===== config.mk =====
export PLATFORM = sky130hd
export DESIGN_NAME = tff_using_srff_counter
export DESIGN_NICKNAME = d
export VERILOG_FILES = /design/src/rtl/tff_using_srff_counter.sv
export SDC_FILE = /design/constraint.sdc
export NUM_CORES = 1
export LEC_CHECK = 0
export ABC_AREA = 1
export CORE_MARGIN = 3
export CORE_UTILIZATION = 47
export CTS_CLUSTER_DIAMETER = 30
export DETAILED_ROUTE_END_ITERATION = 16
export GPL_TIMING_DRIVEN = 0
export PLACE_DENSITY = 0.88
export SYNTH_ARGS = -nofsm -noshare
export SYNTH_HDL_FRONTEND = slang
export SYNTH_SLANG_ARGS = --single-unit

===== constraint.sdc =====
create_clock -name clk -period 2.5 [get_ports clk]
set_input_delay 0.5 -clock clk [delete_from_list [all_inputs] [get_ports clk]]
set_output_delay 0.5 -clock clk [all_outputs]
set_load 0.05 [all_outputs]

===== src/rtl/tff_using_srff_counter.sv =====
// ---------------------------------------------------------------------------
// tff_using_srff_counter
//
// This is a modulo-MOD synchronous up/down counter. Every state bit is a
// T flip-flop, and each T flip-flop is built from an SR flip-flop core
// using the T->SR excitation S = T & ~Q, R = T & Q. Every state change goes
// through that excitation path, including load and wrap. The count register
// is never written directly.
//
// Modules in this file:
//   sr_cell                 one SR flip-flop bit with async active-high reset
//   tff_sr                  one T flip-flop built from an sr_cell
//   tff_using_srff_counter  top-level counter
//
// Parameters (top):
//   W    counter width in bits
//   the count modulus is parameter MOD, legal range 2..2^W; the count runs 0..MOD-1
//
// Ports (top):
//   clk         clock; all state updates happen on the rising edge
//   rst         asynchronous, active-high reset
//   en          count enable
//   up          direction: 1 = up, 0 = down
//   load        synchronous load request; takes priority over en
//   load_val    value to load (W bits)
//   q           current count, taken straight from the SR cores
//   tc          terminal count (combinational); high in the cycle whose edge wraps
//   load_err    one-cycle registered pulse after a rejected load
//   sr_illegal  sticky flag: some SR cell saw S=R=1 since the last reset
// ---------------------------------------------------------------------------

// ---------------------------------------------------------------------------
// sr_cell: a single SR flip-flop bit.
//   clk  clock
//   rst  async active-high reset, clears q
//   s    set request
//   r    reset request
//   q    stored bit
// S=R=1 is treated as hold. The parent module flags it.
// ---------------------------------------------------------------------------
module sr_cell (
    input  logic clk,
    input  logic rst,
    input  logic s,
    input  logic r,
    output logic q
);

    // NOTE: sequential state is assigned with <= only, so every flop in the
    // design samples pre-edge values regardless of process ordering.
    always_ff @(posedge clk or posedge rst) begin
        if (rst) begin
            q <= 1'b0;
        end else begin
            unique case ({s, r})
                2'b10:   q <= 1'b1;
                2'b01:   q <= 1'b0;
                default: q <= q;      // 00 hold; 11 illegal, also hold
            endcase
        end
    end

endmodule

// ---------------------------------------------------------------------------
// tff_sr: a T flip-flop built from an SR core.
//   clk  clock
//   rst  async active-high reset
//   t    toggle request
//   q    stored bit
//   s    set excitation fed to the core (exported for self-checking)
//   r    reset excitation fed to the core (exported for self-checking)
// ---------------------------------------------------------------------------
module tff_sr (
    input  logic clk,
    input  logic rst,
    input  logic t,
    output logic q,
    output logic s,
    output logic r
);

    // The excitation is derived from the current Q, so S and R can never
    // both be high at the same time.
    assign s = t & ~q;
    assign r = t &  q;

    sr_cell u_core (
        .clk (clk),
        .rst (rst),
        .s   (s),
        .r   (r),
        .q   (q)
    );

endmodule

// ---------------------------------------------------------------------------
// tff_using_srff_counter: top-level counter.
// ---------------------------------------------------------------------------
module tff_using_srff_counter #(
    parameter int W   = 4,
    parameter int MOD = 10
) (
    input  logic         clk,
    input  logic         rst,
    input  logic         en,
    input  logic         up,
    input  logic         load,
    input  logic [W-1:0] load_val,
    output logic [W-1:0] q,
    output logic         tc,
    output logic         load_err,
    output logic         sr_illegal
);

    // Largest legal count. MOD is held in W+1 bits so that MOD = 2^W does
    // not overflow when load_val is range-checked.
    localparam logic [W-1:0] MAX_CNT = W'(MOD - 1);
    localparam logic [W:0]   MOD_EXT = (W + 1)'(MOD);

    // Each action selects one T vector. Listed in priority order.
    typedef enum logic [2:0] {
        ACT_HOLD,
        ACT_LOAD,
        ACT_REJECT,
        ACT_WRAP_UP,
        ACT_INC,
        ACT_WRAP_DN,
        ACT_DEC
    } act_t;

    act_t         act;
    logic         load_ok;
    logic         at_max;
    logic         at_zero;
    logic [W-1:0] inc_t;
    logic [W-1:0] dec_t;
    logic [W-1:0] t_vec;
    logic [W-1:0] s_vec;
    logic [W-1:0] r_vec;

    assign load_ok = ({1'b0, load_val} < MOD_EXT);
    assign at_max  = (q == MAX_CNT);
    assign at_zero = (q == '0);

    // Binary increment toggles bit i when all lower bits are 1. Binary
    // decrement toggles bit i when all lower bits are 0.
    // NOTE: every variable written in always_comb gets a default first, so
    // no path can leave one unassigned and infer a latch.
    always_comb begin
        logic all_ones;
        logic all_zeros;
        inc_t     = '0;
        dec_t     = '0;
        all_ones  = 1'b1;
        all_zeros = 1'b1;
        for (int i = 0; i < W; i++) begin
            inc_t[i]  = all_ones;
            dec_t[i]  = all_zeros;
            all_ones  = all_ones  &  q[i];
            all_zeros = all_zeros & ~q[i];
        end
    end

    always_comb begin
        act = ACT_HOLD;
        if (load) begin
            act = load_ok ? ACT_LOAD : ACT_REJECT;
        end else if (en) begin
            if (up) begin
                act = at_max  ? ACT_WRAP_UP : ACT_INC;
            end else begin
                act = at_zero ? ACT_WRAP_DN : ACT_DEC;
            end
        end
    end

    // The T vector is the XOR distance from the current count to the
    // target count. A toggle mask is the only way to steer the flops.
    always_comb begin
        t_vec = '0;
        unique case (act)
            ACT_LOAD:    t_vec = q ^ load_val;
            ACT_WRAP_UP: t_vec = q;               // toggle every set bit -> 0
            ACT_INC:     t_vec = inc_t;
            ACT_WRAP_DN: t_vec = q ^ MAX_CNT;     // q is 0 here -> MAX_CNT
            ACT_DEC:     t_vec = dec_t;
            default:     t_vec = '0;              // hold or rejected load
        endcase
    end

    for (genvar g = 0; g < W; g++) begin : g_bit
        tff_sr u_tff (
            .clk (clk),
            .rst (rst),
            .t   (t_vec[g]),
            .q   (q[g]),
            .s   (s_vec[g]),
            .r   (r_vec[g])
        );
    end

    assign tc = en & ~load & ((up & at_max) | (~up & at_zero));

    always_ff @(posedge clk or posedge rst) begin
        if (rst) begin
            load_err   <= 1'b0;
            sr_illegal <= 1'b0;
        end else begin
            load_err   <= (act == ACT_REJECT);
            sr_illegal <= sr_illegal | (|(s_vec & r_vec));
        end
    end

endmodule


* Word level (Yosys, flattened, before mapping) *
Cells that the tools add are included.

cells by class
  muxes and demuxes = 11
  bitwise operators = 27
  order comparisons = 1
  equality and inequality tests = 15
  reduce and logical (&&, ||, !) cells = 6

operator list
  kind                                            count
  one-hot mux 4 bit (5 select lines)              1
  bitwise AND 1 bit                               16
  two-way mux 3 bit                               4
  == test 3 bit (second input constant)           3
  == test 2 x 1 -> 1 bit (second input constant)  4
  == test 2 bit (second input constant)           4
  one-hot mux 1 bit (2 select lines)              4
  nonzero test 2 bit                              4
  == test 3 x 2 -> 1 bit (second input constant)  2
  inverter 1 bit                                  6
  bitwise AND 4 bit                               1
  == test 4 bit (second input constant)           1
  zero test 4 bit                                 1
  < comparator 4 bit (second input constant)      1
  two-way mux 2 bit                               2
  OR reduction 4 bit                              1
  XOR 4 bit                                       1
  == test 3 x 1 -> 1 bit (second input constant)  1
  inverter 2 bit                                  1
  bitwise OR 1 bit                                2

word-level totals
  output and inout port bits = 7
  logic and storage cells = 66
  bits of input ports = 9
  flip-flop bits (word level) = 6

* Longest topological paths before layout *
  depth after elaboration = 11
  gate-level depth with buffers = 16
  depth with buffers taken out = 15

* Hierarchy *
Synthesis repeated with hierarchy kept, for this count alone.

unflattened totals
  cell total of the unflattened synthesis = 105
  area, all modules = 654.4 µm²

by module, submodules not included
  module                  cells each  times used  area each (µm²)
  tff_using_srff_counter  65          1           369.1
  sr_cell                 6           4           53.8
  tff_sr                  4           4           17.5

* Worst setup path after synthesis *
No wires, ideal clock.

  kind = flip-flop to flip-flop
  start = reg g_bit[0].u_tff.u_core.q
  end = reg g_bit[3].u_tff.u_core.q
  path slack = 0.394 ns
  cell stages (with the launch flop) = 15
  arrival = 2.041 ns
  clock period less this slack = 2.106 ns
  setup time = 0.065 ns
  cells stage by stage = dfrtp_1 -> buf_6 -> nand2_1 -> inv_1 -> nand3_1 -> nand2_1 -> nand2_2 -> inv_1 -> a21oi_1 -> nand3_2 -> nand2_2 -> inv_1 -> ha_1 -> or2_2 -> nand2_1

on the way
  longest elaborated chain between the ends = 10
  elaborated cells on any way between the ends = 24
  those cells by class = eq/ne (8); mux (7); bitwise (7); reduce/logical (2)

ends and longest elaborated chain
  what                                                                      line      RTL
  from (decl)                                                               46        output logic q
  from (signal assigned)                                                    58        default: q <= q;
  == test 4 bit or zero test 4 bit (tied branches)                          144, 145
  two-way mux 3 bit or two-way mux 2 bit (tied branches)                    172, 174
  two-way mux 3 bit                                                         171       if (up) begin
  two-way mux 3 bit                                                         170       end else if (en) begin
  two-way mux 3 bit                                                         168       if (load) begin
  == test 3 bit (tied with other cells)                                     183       unique case (act)
  one-hot mux 4 bit (5 select lines) (*)                                    183
  bitwise AND 1 bit (on tied branches)                                      86, 85
  == test 2 x 1 -> 1 bit or == test 2 bit (tied branches)                   55        unique case ({s, r})
  one-hot mux 1 bit (2 select lines) or nonzero test 2 bit (tied branches)  -
  to (signal assigned)                                                      58
  to (decl)                                                                 46

Every way passes the cells marked *; elsewhere a longest branch is shown, timed or not.
A chain may end at the register's enable or synchronous reset.

* Final worst setup path *
  start = in load_val[2]
  end = reg g_bit[2].u_tff.u_core.q

on the way
  longest elaborated chain between the ends = 8
  elaborated cells on any way between the ends = 16
  those cells by class = order compare (1); eq/ne (7); mux (4); bitwise (3); reduce/logical (1)

ends and longest elaborated chain
  what                                                                      line    RTL
  from (decl)                                                               110     input logic [W-1:0] load_val,
  < comparator 4 bit                                                        143     assign load_ok = ({1'b0, load_val} < MOD_EXT);
  two-way mux 2 bit                                                         169     act = load_ok ? ACT_LOAD : ACT_REJECT;
  two-way mux 3 bit                                                         168
  == test 3 bit (tied with other cells)                                     183
  one-hot mux 4 bit (5 select lines) (*)                                    183
  bitwise AND 1 bit (on tied branches)                                      86, 85
  == test 2 x 1 -> 1 bit or == test 2 bit (tied branches)                   55
  one-hot mux 1 bit (2 select lines) or nonzero test 2 bit (tied branches)  -
  to (signal assigned)                                                      58
  to (decl)                                                                 46

Marked as above.

==> flow_metrics.tcl <==
set metrics [dict create \
    nNetsFinal 131 \
    hold_viol 0 \
    worst_slew_pin_slew_ns 0.494 \
    fillCellCount 107 \
    place.gp.congestion 0.855 \
    powerDensity_nw_per_um2 1140 \
    maxCapViolations 0 \
    fmax_mhz 430 \
    critPathRequiredTime_ns 2.70 \
    core.rowCount 12 \
    grt_max_degree 10 \
    power.leakage_nw 0.494 \
    boundaryPins 16 \
    grt_pass1_vias 642 \
    synthesis.area_um2 663 \
    remaining_drc_errors 0 \
    cts_hold_buf 0 \
    startpoint "load_val[2]" \
    setup_viol 0 \
    hp-class "in -> async" \
    initial_utilization 0.545 \
    avgSynthCellArea_um2 6.77 \
    relSlewSlack 0.670 \
    grt.total_usage 0.183 \
    area.growth.synth_to_final_pct 28.3 \
    synth_fp_nets 111 \
    reg2reg_from "g_bit[1].u_tff.u_core.q" \
    drv_slew 0 \
    die_x_um 43.6 \
    multi_input_area_um2 378 \
    pre_cts_slack_ns -0.228 \
    cts_tree "built" \
    synthCells 98 \
    synth.lib_cells_used.distinct 22 \
    cts.path.max_buffers 2 \
    overflow 0 \
    ys_seq_area_frac 0.226 \
    die_area_um2 1900 \
    synth.ff_latch_count 6 \
    regArea_um2 150 \
    worst_slack_ns 0.172 \
    cts_buffers 3 \
    critical_path_class "in -> reg" \
    h-tree-depth 1 \
    drt-total-wl_mm 1.43 \
    num_vias 656 \
    core_um2 1220 \
    hold_slack_ns 0.461 \
    via_per_inst 5.05 \
    fin_crit_ns 2.33 \
    start_kind "primary input" \
    drtIter0Drc 18 \
    grt_pass1_wl_mm 2.63 \
    die_h_um 43.6 \
    clkSinkCount 6 \
    final_cell_mix "nand2_1, inv_1, clkdlybuf4s50_1" \
    dp_hpwl_mm 1.19 \
    dp.cells 127 \
    setup_tns_ns 0 \
    ant_nets 0 \
    mostFrequentLayoutCell "nand2_1" \
    yosysWarnings 0 \
    critPathArrivalTime_ns 2.52 \
    diodes 0 \
    clk_latency_ns 0.25 \
    layout-drive-gt1-share 0.216 \
    fin_cells 130 \
    status "finished, final reports clean" \
    path_max_fanout 5 \
    drtPass1Iterations 4 \
    antenna_found_initial 0 \
    wire_per_inst_um 11.0 \
    cts.clk_slew.worst_paths_ns 0.05 \
    cts-root-buf "clkbuf_4" \
    fin_crit_sh 0.931 \
    end_kind "register" \
    peakVddDrop_uv 465 \
    finalClockSkew_ns 0.00101 \
    portBuffers 15 \
]
[routing by layer]
metal | share of wire | GRT usage | vias to the layer above
li1 | - | - | 336
met1 | 0.40 | 0.197 | 293
met2 | 0.52 | 0.328 | 22
met3 | 0.045 | 0.0249 | 5
met4 | 0.028 | 0.114 | 0
met5 | 0 | 0 | -
[path summary, 6_finish.rpt]
check                                          end  slack, ns  cells past startpoint
min reg2reg                             sr_illegal       0.48                      2
max reg2reg                g_bit[2].u_tff.u_core.q       0.43                     14
min in group clk                        sr_illegal       0.48                      2
max                        g_bit[2].u_tff.u_core.q       0.17                     12
min                        g_bit[1].u_tff.u_core.q       0.46                      2
max in group asynchronous               sr_illegal       1.84                      2
[sequential cells by signal, summed over array words and instances, names as in the netlist]
| name | cells |
|---|---|
| sr_illegal | 1 |
| g_bit.u_tff.u_core.q | 4 |
| load_err | 1 |
[worst max-delay path: stages]
cell and delay [ns]:
clkdlybuf4s50_1 0.45, o21ai_0 0.24, nand2_1 0.12, inv_1 0.19, a21oi_2 0.07, nand4_1 0.08, nand3_1 0.09, nand2_1 0.09
inv_1 0.05, ha_1 0.29, or2_2 0.29, nand2_1 0.06
[cell type report]
class,count,area share
repair buffers,15,0.171
flip-flops and latches,6,0.176
plain buffers,7,0.0779
inverters,19,0.0838
clock buffers,3,0.0265
multi-input cells,66,0.444
well taps,14,0.0206
[per-stage QoR]
stage | util | total power, mW | cell area [um^2]
floorplan | - | 0.716 | 663
global placement | 0.683 | 0.849 | 831
detailed placement | 0.683 | 0.874 | 831
CTS | 0.701 | 0.972 | 852
global route | 0.700 | 1.05 | 851
finish | 0.700 | 0.969 | 851
[repair_timing]
item | in CTS | in global routing
buffers inserted | 0 | 0
gates resized for setup | 1 | 3
endpoints found under the setup margin | 1 | 3
[synthesized netlist by cell type]
library cell,count,area share
nor2_4,1,0.017
a21oi_2,1,0.013
a21oi_1,2,0.015
inv_2,1,0.0057
nor2_2,2,0.019
nand3_1,5,0.038
o21ai_0,2,0.015
nor2_1,7,0.040
nand4_1,3,0.028
or2_2,2,0.019
dfrtp_1,6,0.23
a31oi_1,1,0.0094
buf_4,4,0.045
nand2_1,24,0.14
clkbuf_8,1,0.021
nor3_1,2,0.015
ha_1,4,0.075
nand2_2,3,0.028
nand3_2,3,0.045
inv_1,18,0.10
xor2_1,4,0.053
buf_6,2,0.034
[power by group]
group	switching (mW)	internal (mW)	total (mW)
clock	0.0422	0.0548	0.0970
combinational	0.407	0.288	0.695
sequential	0.0362	0.141	0.178
[logic make-up (layout without fill, tap and decap cells)]
kind of cell             Yosys count  in the layout  synth area share
XOR/XNOR                           4              4            0.0528
AO/OA/AOI/OAI                      6              6            0.0528
AND/OR/NAND/NOR                   52             52             0.385
buffers and inverters             26             44             0.208
adder cells (fa/ha/maj)            4              4            0.0755
flip-flops                         6              6             0.226
Power figures use the tool's default switching activity.
